$ cat src/rtl/cmos_fusion_blend.sv
// Dual-camera RGB565 alpha blender: per-camera FWFT alignment FIFOs restarted on vsync, 2-stage blend.
// Latency 2 cycles from the pop of a pixel pair; no backpressure, so writes to a full FIFO are dropped and flagged.
module cmos_fusion_fifo #(
  parameter int DEPTH = 16
) (
  input  logic        clk,
  input  logic        rst_n,
  input  logic        flush,
  input  logic        wr,
  input  logic [15:0] wdat,
  input  logic        pop,
  output logic [15:0] rdat,
  output logic        empty,
  output logic        ovf
);
  localparam int AW = $clog2(DEPTH);

  logic [15:0]   mem [DEPTH];
  logic [AW-1:0] wp, rp;
  logic [AW:0]   cnt;
  logic          full, do_pop, do_wr;

  assign empty  = (cnt == '0);
  assign full   = (cnt == (AW+1)'(DEPTH));
  assign do_pop = pop && !empty && !flush;
  // a pop frees the slot in the same cycle, so write+pop on a full FIFO succeeds
  assign do_wr  = wr && !flush && (!full || do_pop);
  assign ovf    = wr && !flush && full && !do_pop;
  assign rdat   = mem[rp];

  always_ff @(posedge clk) begin
    if (!rst_n) begin
      wp  <= '0;
      rp  <= '0;
      cnt <= '0;
    end else if (flush) begin
      wp  <= '0;
      rp  <= '0;
      cnt <= '0;
    end else begin
      if (do_wr)  wp <= wp + 1'b1;
      if (do_pop) rp <= rp + 1'b1;
      cnt <= cnt + (AW+1)'(do_wr) - (AW+1)'(do_pop);
    end
  end

  always_ff @(posedge clk) begin
    if (do_wr) mem[wp] <= wdat;
  end
endmodule

module cmos_fusion_blend #(
  parameter int FIFO_DEPTH = 16
) (
  input  logic        sys_clk,
  input  logic        sys_rst_n,
  input  logic        cmos0_vsync,
  input  logic        cmos0_valid,
  input  logic [15:0] cmos0_data,
  input  logic        cmos1_vsync,
  input  logic        cmos1_valid,
  input  logic [15:0] cmos1_data,
  input  logic [4:0]  alpha,
  output logic        fusion_valid,
  output logic [15:0] fusion_data,
  output logic        fusion_sof,
  output logic [1:0]  ovf_flag
);
  typedef enum logic [1:0] {S_IDLE, S_ALIGN, S_RUN} state_t;

  state_t      state;
  logic        vs0_q, vs1_q, seen0, seen1, sof_pending;
  logic        edge0, edge1, flush, pop, empty0, empty1, ovf0, ovf1;
  logic [15:0] rd0, rd1;
  logic [4:0]  a_w, ia_w;
  logic        s1_vld, s1_sof;
  logic [8:0]  r0p, r1p, b0p, b1p, sum_r, sum_b;
  logic [9:0]  g0p, g1p, sum_g;

  assign edge0 = cmos0_vsync & ~vs0_q;
  assign edge1 = cmos1_vsync & ~vs1_q;

  always_comb begin
    flush = 1'b0;
    case (state)
      S_ALIGN: flush = (seen0 | edge0) & (seen1 | edge1);
      S_RUN:   flush = edge0 | edge1;
      default: flush = 1'b0;
    endcase
  end

  assign pop = !empty0 && !empty1 && !flush;

  cmos_fusion_fifo #(.DEPTH(FIFO_DEPTH)) u_fifo0 (
    .clk(sys_clk), .rst_n(sys_rst_n), .flush(flush),
    .wr(cmos0_valid && state == S_RUN), .wdat(cmos0_data),
    .pop(pop), .rdat(rd0), .empty(empty0), .ovf(ovf0)
  );

  cmos_fusion_fifo #(.DEPTH(FIFO_DEPTH)) u_fifo1 (
    .clk(sys_clk), .rst_n(sys_rst_n), .flush(flush),
    .wr(cmos1_valid && state == S_RUN), .wdat(cmos1_data),
    .pop(pop), .rdat(rd1), .empty(empty1), .ovf(ovf1)
  );

  always_ff @(posedge sys_clk) begin
    if (!sys_rst_n) begin
      state       <= S_IDLE;
      vs0_q       <= 1'b0;
      vs1_q       <= 1'b0;
      seen0       <= 1'b0;
      seen1       <= 1'b0;
      sof_pending <= 1'b0;
      ovf_flag    <= 2'b00;
    end else begin
      vs0_q    <= cmos0_vsync;
      vs1_q    <= cmos1_vsync;
      ovf_flag <= ovf_flag | {ovf1, ovf0};
      if (pop) sof_pending <= 1'b0;
      case (state)
        S_IDLE: begin
          if (edge0 | edge1) begin
            seen0 <= edge0;
            seen1 <= edge1;
            state <= S_ALIGN;
          end
        end
        S_ALIGN: begin
          if ((seen0 | edge0) & (seen1 | edge1)) begin
            seen0       <= 1'b0;
            seen1       <= 1'b0;
            sof_pending <= 1'b1;
            state       <= S_RUN;
          end else begin
            seen0 <= seen0 | edge0;
            seen1 <= seen1 | edge1;
          end
        end
        S_RUN: begin
          // both cameras restarting together realigns without passing through S_ALIGN
          if (edge0 & edge1) begin
            sof_pending <= 1'b1;
          end else if (edge0 | edge1) begin
            seen0 <= edge0;
            seen1 <= edge1;
            state <= S_ALIGN;
          end
        end
        default: state <= S_IDLE;
      endcase
    end
  end

  assign a_w   = (alpha > 5'd16) ? 5'd16 : alpha;
  assign ia_w  = 5'd16 - a_w;
  assign sum_r = r0p + r1p;
  assign sum_g = g0p + g1p;
  assign sum_b = b0p + b1p;

  always_ff @(posedge sys_clk) begin
    if (!sys_rst_n) begin
      s1_vld       <= 1'b0;
      s1_sof       <= 1'b0;
      r0p          <= '0;
      r1p          <= '0;
      g0p          <= '0;
      g1p          <= '0;
      b0p          <= '0;
      b1p          <= '0;
      fusion_valid <= 1'b0;
      fusion_sof   <= 1'b0;
      fusion_data  <= 16'h0000;
    end else begin
      s1_vld <= pop;
      s1_sof <= pop & sof_pending;
      if (pop) begin
        r0p <= 9'(rd0[15:11]) * 9'(a_w);
        r1p <= 9'(rd1[15:11]) * 9'(ia_w);
        g0p <= 10'(rd0[10:5]) * 10'(a_w);
        g1p <= 10'(rd1[10:5]) * 10'(ia_w);
        b0p <= 9'(rd0[4:0]) * 9'(a_w);
        b1p <= 9'(rd1[4:0]) * 9'(ia_w);
      end
      fusion_valid <= s1_vld;
      fusion_sof   <= s1_sof;
      if (s1_vld) fusion_data <= {sum_r[8:4], sum_g[9:4], sum_b[8:4]};
    end
  end
endmodule

$ cat config.mk
export PLATFORM = sky130hd
export DESIGN_NAME = cmos_fusion_blend
export DESIGN_NICKNAME = d
export VERILOG_FILES = /design/src/rtl/cmos_fusion_blend.sv
export SDC_FILE = /design/constraint.sdc
export NUM_CORES = 1
export LEC_CHECK = 0
export ABC_AREA = 1
export BUFFER_PORTS_ARGS = -buffer_cell sky130_fd_sc_hd__buf_4
export CORE_ASPECT_RATIO = 1.2
export CORE_MARGIN = 2
export CORE_UTILIZATION = 35
export CTS_BUF_LIST = sky130_fd_sc_hd__clkbuf_8
export CTS_CLUSTER_DIAMETER = 100
export DETAILED_ROUTE_END_ITERATION = 8
export GPL_TIMING_DRIVEN = 0
export PLACE_DENSITY = 0.46
export SYNTH_ARGS = -nofsm -noshare
export SYNTH_HDL_FRONTEND = slang
export SYNTH_SLANG_ARGS = --single-unit
$ cat constraint.sdc
create_clock -name sys_clk -period 7.3 [get_ports sys_clk]
set_input_delay 0.365 -clock sys_clk [delete_from_list [all_inputs] [get_ports sys_clk]]
set_output_delay 0.365 -clock sys_clk [all_outputs]
set_load 0.005 [all_outputs]
==> results of run 1 <==
-- worst register-to-register path, cell delays in order (launching register included) --
cell	delay, ns
dfxtp_1	0.30
clkbuf_1	0.59
inv_1	0.43
buf_1	0.55
nand3_1	0.24
nand2_1	0.29
inv_2	0.13
nand2_1	0.08
fa_1	0.57
fa_1	0.44
fa_1	0.50
inv_1	0.04
ha_1	0.34
a21oi_1	0.15
nand2_1	0.09
nand2_1	0.07
nand2_1	0.05
a21oi_1	0.14
xor2_1	0.29
a21oi_1	0.10
-- sequential cells by signal, summed over array words and instances (netlist names), 2 cells and up, named ones only --
name,count
fusion_data,16
g1p,10
g0p,10
r0p,9
u_fifo0.rp,4
b0p,9
u_fifo0.wp,4
b1p,9
u_fifo1.cnt,5
u_fifo0.mem,256
ovf_flag,2
u_fifo1.wp,4
u_fifo1.mem,256
r1p,9
state,2
u_fifo1.rp,4
u_fifo0.cnt,5
-- kinds of logic (layout without fill, tap and decap cells) --
family / Yosys count / count (layout) / synth area share
DFF: 631 / 631 / 0.587
adders and majority gates: 210 / 210 / 0.101
buffers and inverters: 388 / 696 / 0.0577
AOI/OAI and AO/OA: 522 / 522 / 0.103
and+or+nand+nor: 1003 / 1003 / 0.135
other: 0 / 1 / 0
xor gates and xnor gates: 55 / 55 / 0.0162
-- power groups by stage --
stage	clock, mW	combinational, mW	sequential, mW
floorplan	0	4.14	4.31
global placement	0	6.16	4.35
detailed placement	0	6.23	4.35
CTS	3.04	6.31	4.28
global route	3.19	7.00	4.30
finish	2.98	6.21	4.28
-- per-stage QoR --
| stage | setup slack (ns) | area [µm²] | instances |
|---|---|---|---|
| after floorplan | 2.88 | 30200 | 2809 |
| after global placement | 1.79 | 32100 | 4009 |
| after detailed placement | 1.77 | 32800 | 4034 |
| after CTS | 1.69 | 35100 | 4257 |
| after global routing | 1.55 | 35100 | 4258 |
| final | 1.77 | 35100 | 4258 |
-- worst paths after layout --
kind	cells past startpoint	end	slack, ns
min reg2reg	2	fusion_sof	0.42
max reg2reg	19	r1p[7]	1.77
max	19	r1p[7]	1.77
min	5	ovf_flag[1]	0.07
-- synth_stat cells, types with 19 or more instances --
cell      instances  area share
edfxtp_1        512        0.51
nand2_1         434       0.054
nor2_1          357       0.044
inv_1           226       0.028
o21ai_0         195       0.032
nand3_1         178       0.029
a21oi_1         167       0.028
ha_1            154       0.064
dfxtp_1         119       0.079
fa_1             56       0.037
clkbuf_1         51      0.0063
o221ai_1         45       0.013
buf_2            41      0.0068
xor2_1           30      0.0087
a221o_1          27      0.0089
o211ai_1         27      0.0067
xnor2_1          24      0.0070
buf_4            21      0.0052
inv_2            19      0.0024
-- timing repair --
item / in CTS / in global routing
hold endpoints to repair: 515 / 0
hold buffers: 35 / 0
buffers inserted: 0 / 0
-- layout make-up --
type	count	area (µm²)
Fill cell	8395	50800
Sequential cell	631	17800
Multi-Input combinational cell	1790	10800
Clock buffer	118	1620
Tap cell	1140	1430
Timing Repair Buffer	120	1380
Inverter	250	948
Buffer	138	795
Clock inverter	70	352
Antenna cell	1	2.50
-- layer usage --
| metal | wire length, µm | GRT usage |
|---|---|---|
| met2 | 46600 | 0.366 |
| met5 | 8 | 0 |
| met3 | 4700 | 0.0291 |
| met4 | 2960 | 0.0754 |
| met1 | 39400 | 0.269 |
==> impl_results.md, run 1 <==
* Status: complete, no violations
* Post-synth EDFFs at 512
* Hold slack final at 0.0666 ns
* Skew final at 0.0627 ns
* Vias per cell at approximately 5.1
* CP cell instances: clkbuf_1 > inv_1 > buf_1 > nand3_1 > nand2_1 > inv_2 > nand2_1 > fa_1 > fa_1 > fa_1 > inv_1 > ha_1 > a21oi_1 > nand2_1 > nand2_1 > nand2_1 > a21oi_1 > xor2_1 > a21oi_1
* Detailed-route via count at roughly 22k
* Worst setup SP type: flop
* GP Congestion at 0.845
* NumNets Final at approximately 3.3k
* Initial antenna violation count at 2
* IO Count at 63
* Min-delay src: cmos1_valid
* Hold Path Class: in -> reg
* Max_slew headroom at 0.321
* Slew @ Worst Pin at slightly above 1 ns
* Top_reg_cell synth: edfxtp_1
* Crit Path Max Fanout at 10
* Sequential area share after synthesis at 0.587
* Maximum clock frequency at 0.181 GHz
* Final Util at 0.409
* CTS H-tree depth at 3
* Num rows at ~120
* Starting density of the core at 0.352
* Net switching power at 5.69 mW
* Synth Instances at 2,809
* Cell variety after synth at 46
* TritonRoute pass-1 iters at 7
* Final Hold Violating Endpoints at 0
* Remaining DRCs at 0
* Clock share of power at 0.221
* Cell Pwr Density at 383 nW/µm²
* Max Cap Viol at 0
* Synth Area per Inst at 10.8 µm²
* Area of the mapped netlist at 30,200 µm²
* Internal power at 7.77 mW
* P_leak at between 10 and 15 nW
* Synthesis-to-finish area growth at 16.2%
* Worst-case clock buffer depth at 3
* Commonest non-fill, non-tap cell in the layout: edfxtp_1
* Combinational share of power at 0.461
* Final Cycle Share at 0.757
* First-pass GRT wire length at 140,000 µm
* Setup tns final at 0 ns
* # setup viols final at 0
* Clock sink total at 631
* CP Data Required Time at approximately 8 ns
* Die Wd at 272 µm
* Part of the power in registers at 0.318
* CTS tree: done
* Die H at 326 µm
* Routed WL at 93,700 µm
* RSZ-0062 raised after global routing: no
* Most frequent CP cell: nand2_1
* VDD IR-drop max at 161 µV
* Die area at 88,700 µm²
* Async set-or-reset flop fraction in the synthesized netlist at 0
* Core region area at 85,900 µm²
* Power, Total at around 13 mW
* Commonest cells after routing, fill and taps aside: edfxtp_1 (512), nand2_1 (434), nor2_1 (325)
* Post-synth net total at 3,062
* Fin. max-slew vios at 0
* Clock period minus worst slack at approximately 5.5 ns
* Initial drt markers at 1,608
* Detail Placement HPWL at between 60,000 and 70,000 µm
* Root buffer cell: clkbuf_8
* Vias in the first global route at 22.0k
* Clock latency at the later pin of the worst-skew pair at 0.74 ns
* Setup crit end kind: flop
* Critical path type: reg -> reg
* Layout cells sized above 1 at 0.121
* CTS Buf Count at 104
* Worst path bufs/invs at 5
* Flops & latches, synth at 631
* Per-cell routed wire length at 22.0 µm
* Gr usage total at 0.211
* CP delay by family, top: adder cells
* Antenna viol nets, final at 0
* Gr ovfl total at 0
* Worst-path clk slew at 0.06 ns
* Sw Ratio at 0.423
* Slowest CP cell: clkbuf_1
* Yosys warnings at 0
* Arr. time, crit path at around 6 ns
* Largest net degree at the start of global routing at 17
* CP max stage delay at 0.59 ns
* PortBufs at 60
* Post-CTS sizing at 0
Power figures use the tool's default switching activity.
==> run 2: changes to the inputs <==
Clock period 7.3 ns to 5.1 ns, I/O delays scaled along.
==> run 2 against run 1 <==
  * Clock skew is 0.0022 ns lower
  * Utilization up 0.16 points
  * Clock power grew 43%
  * Register-to-register slack worse by 1.5 ns
  * Die area stayed put
  * Power up 44%
  * Critical endpoint unchanged
  * Cell area is 0.39% higher
  * Fmax increased by 14%
  * First-iteration DRC count rose by 1.9%
==> impl_results.md, run 2 (synthesis results as in run 1) <==
* CTS tree: done
* Arr. time, crit path at between 5 and 6 ns
* Clock share of power at 0.220
* Die area at a little under 90,000 µm²
* Fin. max-slew vios at 0
* TritonRoute pass-1 iters at 5
* Sw Ratio at 0.423
* Worst setup SP type: flop
* Status: complete, no violations
* Worst path bufs/invs at 5
* Root buffer cell: clkbuf_8
* Hold Path Class: in -> reg
* Final Hold Violating Endpoints at 0
* Clock sink total at roughly 630
* PortBufs at 60
* Num rows at 118
* Non-Filler Cell Area, Final at 35,300 µm²
* Setup tns final at 0 ns
* Maximum clock frequency at around 0.2 GHz
* CTS H-tree depth at 3
* IO Count at 63
* CP max stage delay at just over 0.6 ns
* Most frequent CP cell: nand2_1
* Final Cycle Share at 0.952
* GP Congestion at 0.845
* Detail Placement HPWL at 64,600 µm
* Regs by FF count: u_fifo0.mem: 256 flops, u_fifo1.mem: 256 flops, fusion_data: 16 flops
* Final Util at 0.410
* # setup viols final at 0
* Part of the power in registers at 0.316
* P_leak at roughly 14 nW
* Initial drt markers at between 1.5k and 2k
* Crit Path Max Fanout at 10
* Slowest CP cell: clkbuf_1
* Worst-path clk slew at 0.06 ns
* Clock latency at the later pin of the worst-skew pair at 0.73 ns
* Max Cap Viol at 0
* Die Wd at 272 µm
* Antenna viol nets, final at 0
* Core region area at between 80,000 and 90,000 µm²
* First-pass GRT wire length at 140,000 µm
* CTS Buf Count at between 100 and 150
* Remaining DRCs at 0
* Vias per cell at 5.13
* Layout cells sized above 1 at 0.133
* Die H at about 330 µm
* Routed WL at around 94,000 µm
* Non-filler cells, final at roughly 4.3k
* RSZ-0062 raised after global routing: yes
* Per-cell routed wire length at roughly 22 µm
* VDD IR-drop max at 243 µV
* Synthesis-to-finish area growth at 16.6%
* Internal power at 11.2 mW
* Commonest non-fill, non-tap cell in the layout: edfxtp_1
* NumNets Final at roughly 3.3k
* Total placed cells including tap cells at 4,034
* Post-CTS Setup Bufs at 0
* Detailed-route via count at 21.8k
* Skew final at 0.0605 ns
* Commonest cells after routing, fill and taps aside: edfxtp_1 (512), nand2_1 (428), nor2_1 (325)
* Worst-case clock buffer depth at 3
* CP delay by family, top: adder cells
* Critical path type: reg -> reg
* Vias in the first global route at 22.0k
* Largest net degree at the start of global routing at 20
* Slew @ Worst Pin at 0.976 ns
* Cell Pwr Density at 549 nW/µm²
* Combinational share of power at 0.463
* Fill count at about 8.4k
* Initial antenna violation count at 2
* Max_slew headroom at 0.349
* Gr ovfl total at 0
* Starting density of the core at 0.352
* CP cell instances: clkbuf_4 > inv_1 > clkbuf_1 > nand3_1 > nand3_1 > nand2_1 > inv_1 > nand2_1 > fa_1 > fa_1 > fa_1 > inv_1 > ha_1 > a21oi_1 > nand2_1 > nand2_1 > nand2_1 > a21oi_1 > xor2_1 > a21oi_1
* Setup crit end kind: flop
* Dpl cell area at 32,800 µm²
* CP Data Required Time at 5.68 ns
* Clock period minus worst slack at 4.86 ns
* Gr usage total at 0.211
* Net switching power at 8.19 mW
[run 2: per-stage QoR]
step / power, mW / hold WS (ns) / setup WS (ns)
4_1_cts: 19.5 / 0.106 / 0.0101
3_5_place_dp: 15.2 / 0.406 / -0.429
3_3_place_gp: 15.0 / 0.405 / -0.410
5_1_grt: 20.8 / 0.214 / -0.0280
6_report: 19.4 / 0.158 / 0.243
2_1_floorplan: 12.1 / 0.348 / 0.788
[run 2: worst paths after layout]
| path | cells after the start | slack [ns] | endpoint | from |
|---|---|---|---|---|
| setup / recovery | 20 | 0.24 | r1p[7] | flop |
| hold / removal | 6 | 0.16 | g0p[9] | alpha[4] |
| setup reg to reg | 20 | 0.24 | r1p[7] | flop |
| hold reg to reg | 2 | 0.42 | fusion_sof | s1_sof |
[run 2: worst min-delay path, stage by stage]
cell	delay (ns)
buf_4	0.15
nand3_1	0.11
nand3_1	0.08
nand2_1	0.06
nor2_1	0.08
nor2_1	0.09
[run 2: per-layer routing]
metal  share of wire  global-route usage
met5        0.000085                   0
met2            0.50               0.367
met1            0.42               0.269
met4           0.029              0.0739
met3           0.050              0.0292
[run 2: cell type report]
| type | count | area (µm²) | share of cell area |
|---|---|---|---|
| tap | 1140 | 1430 | 0.0405 |
| multi-input combinational | 1790 | 10900 | 0.309 |
| clock buffer | 118 | 1620 | 0.0461 |
| sequential | 631 | 17800 | 0.504 |
| timing repair buffer | 123 | 1410 | 0.0399 |
| clock inverter | 70 | 352 | 0.00997 |
| inverter | 250 | 948 | 0.0269 |
| buffer | 134 | 841 | 0.0238 |
| antenna | 2 | 5.00 | 0.000142 |
[run 2: timing repair]
action / in CTS / in global routing
resized for setup: 21 / 40
endpoints found under the setup margin: 19 / 10
hold buffers: 38 / 0
hold endpoints to repair: 518 / 0
[run 2: power by group through the flow]
stage / logic [mW] / clock network (mW) / registers, mW
after floorplan: 5.92 / 0 / 6.17
after global placement: 8.81 / 0 / 6.23
after detailed placement: 8.92 / 0 / 6.23
after CTS: 9.05 / 4.36 / 6.12
after global routing: 10.1 / 4.57 / 6.16
final: 8.98 / 4.26 / 6.13
==> run 3: changes to the inputs <==
Settings changed: REMOVE_ABC_BUFFERS from default to 1.
==> run 3 against run 2 <==
  * Non-clock buffer count fell by 100
  * Critical path depth fell by 1
  * Sequential power increased by 2%
  * Final cell count fell by 2.3%
  * Utilization is 0.18 points lower
  * Combinational power decreased by 7.5%
  * Via count decreased by 3.6%
  * Register-to-register slack better by 0.08 ns
  * Setup slack better by 0.077 ns
  * Critical path type unchanged
  * Largest cell class unchanged
  * Highest routed layer is now met4
==> impl_results.md, run 3 (synthesis results as in run 1) <==
* Status: complete, no violations
* Non-Filler Cell Area, Final at 35,100 µm²
* CTS tree: done
* Detailed-route via count at 21.0k
* Reg2reg end: g0p[7]
* Worst-path clk slew at 0.06 ns
* Gr usage total at 0.190
* Synthesis-to-finish area growth at 16.1%
* RSZ-0062 raised after global routing: no
* Clock latency at the later pin of the worst-skew pair at 0.75 ns
* Core region area at ~86,000 µm²
* Die H at 326 µm
* Die Wd at around 270 µm
* PortBufs at 62
* CTS H-tree depth at 3
* Starting density of the core at 0.352
* Final Cycle Share at 0.937
* Initial antenna violation count at 2
* R2R setup slack at 0.32 ns
* Dpl cell area at roughly 32,000 µm²
* TritonRoute pass-1 iters at 5
* Worst setup SP type: flop
* Worst-case clock buffer depth at 3
* Detail Placement HPWL at 50,000 µm
* IO Count at 63
* NumNets Final at roughly 3.2k
* Fill count at around 8.3k
* Vias in the first global route at about 21k
* Antenna viol nets, final at 0
* Num rows at 118
* Final Hold Violating Endpoints at 0
* Hold Path End: b0p[8]
* Fin. max-slew vios at 0
* Crit Path Max Fanout at between 40 and 50
* Layout cells sized above 1 at 0.115
* CP Data Required Time at 5.73 ns
* Vias per cell at 5.06
* Arr. time, crit path at approximately 5.4 ns
* Clock sink total at 631
* Max Cap Viol at 0
* VDD IR-drop max at 272 µV
* Setup crit end kind: flop
* Commonest non-fill, non-tap cell in the layout: edfxtp_1
* # setup viols final at 0
* Remaining DRCs at 0
* Gr ovfl total at 0
* Hold Path Class: in -> reg
* Hold depth at 4
* Total placed cells including tap cells at 3,906
* Min-delay src: alpha[4]
* P_leak at between 10 and 15 nW
* Skew final at 0.0569 ns
* Commonest cells after routing, fill and taps aside: edfxtp_1 (512), nand2_1 (428), nor2_1 (325)
* Per-cell routed wire length at 20.1 µm
* Clock period minus worst slack at about 4.8 ns
* CTS Buf Count at 105
* Max_slew headroom at 0.248
* Largest net degree at the start of global routing at 86
* Die area at 88,700 µm²
* Cell Pwr Density at 544 nW/µm²
* Critical path type: reg -> reg
* R2R cell count at 19
* Regs by FF count: u_fifo0.mem: 256 flops, u_fifo1.mem: 256 flops, fusion_data: 16 flops
* Routed WL at 83,500 µm
* First-pass GRT wire length at 128,000 µm
* Initial drt markers at 1,457
* GP Congestion at 0.767
* Root buffer cell: clkbuf_8
* Maximum clock frequency at 0.209 GHz
* Non-filler cells, final at about 4.2k
* Slew @ Worst Pin at 1.12 ns
## run 3: cell type report
class	instances	area [µm²]	area share
sequential	631	17800	0.507
multi-input combinational	1790	10900	0.309
timing repair buffer	157	1920	0.0546
clock buffer	111	1530	0.0435
tap	1140	1430	0.0406
inverter	250	1020	0.0290
clock inverter	80	562	0.0160
timing repair inverter	2	18.8	0.000535
antenna	1	2.50	0.0000713
## run 3: power by group
part	internal, mW	total [mW]	switching [mW]
Combinational	2.96	8.31	5.34
Sequential	5.93	6.26	0.328
Clock	2.42	4.51	2.09
## run 3: worst max path at each step
stage / endpoint / from / slack [ns]
after floorplan: g1p[8] / flop / -2.20
after CTS: g1p[7] / flop / 0.0001
after detailed placement: b0p[7] / flop / -0.89
final: g0p[7] / flop / 0.32
after global placement: g1p[7] / flop / -6.32
after global routing: b1p[7] / flop / 0.04
## run 3: repair_timing
item,4_1_cts,5_1_grt
gates cloned,5,0
hold buffers,36,0
endpoints found under the hold margin,517,0
pin swaps,0,0
setup buffers,12,10
resized for setup,15,16
endpoints found under the setup margin,29,14
## run 3: layer usage
| metal | up-vias | GRT usage | wire, µm |
|---|---|---|---|
| li1 | 10056 | - | - |
| met1 | 10392 | 0.234 | 34900 |
| met2 | 469 | 0.333 | 42200 |
| met3 | 125 | 0.0324 | 4240 |
| met4 | 0 | 0.0665 | 2170 |
| met5 | - | 0 | 0 |
## run 3: through the flow
step / hold WS [ns] / setup TNS, ns / power [mW] / setup WS (ns) / utilization
2_1_floorplan: 0.348 / -51.72 / 11.7 / -2.20 / -
6_report: 0.0778 / 0 / 19.1 / 0.320 / 0.409
3_5_place_dp: 0.408 / -12.20 / 14.4 / -0.885 / 0.374
4_1_cts: 0.00813 / 0 / 19.3 / 0.000115 / 0.406
3_3_place_gp: 0.408 / -241.81 / 14.3 / -6.32 / 0.365
5_1_grt: 0.0729 / 0 / 20.7 / 0.0365 / 0.409
## run 3: worst max-delay path, cell delays in order (launching register included)
cell and delay, ns:
dfxtp_4 0.39, buf_4 0.27, bufbuf_16 0.41, o21ai_0 0.11
o22ai_1 0.18, o211ai_1 0.12, nand2_1 0.34, nand2_1 0.12
fa_1 0.53, fa_1 0.43, fa_1 0.50, inv_1 0.04
ha_1 0.33, a21oi_1 0.14, nand2_1 0.12, a21oi_1 0.14
nor2_1 0.05, nor2_1 0.12, xor2_1 0.24, a21oi_1 0.09
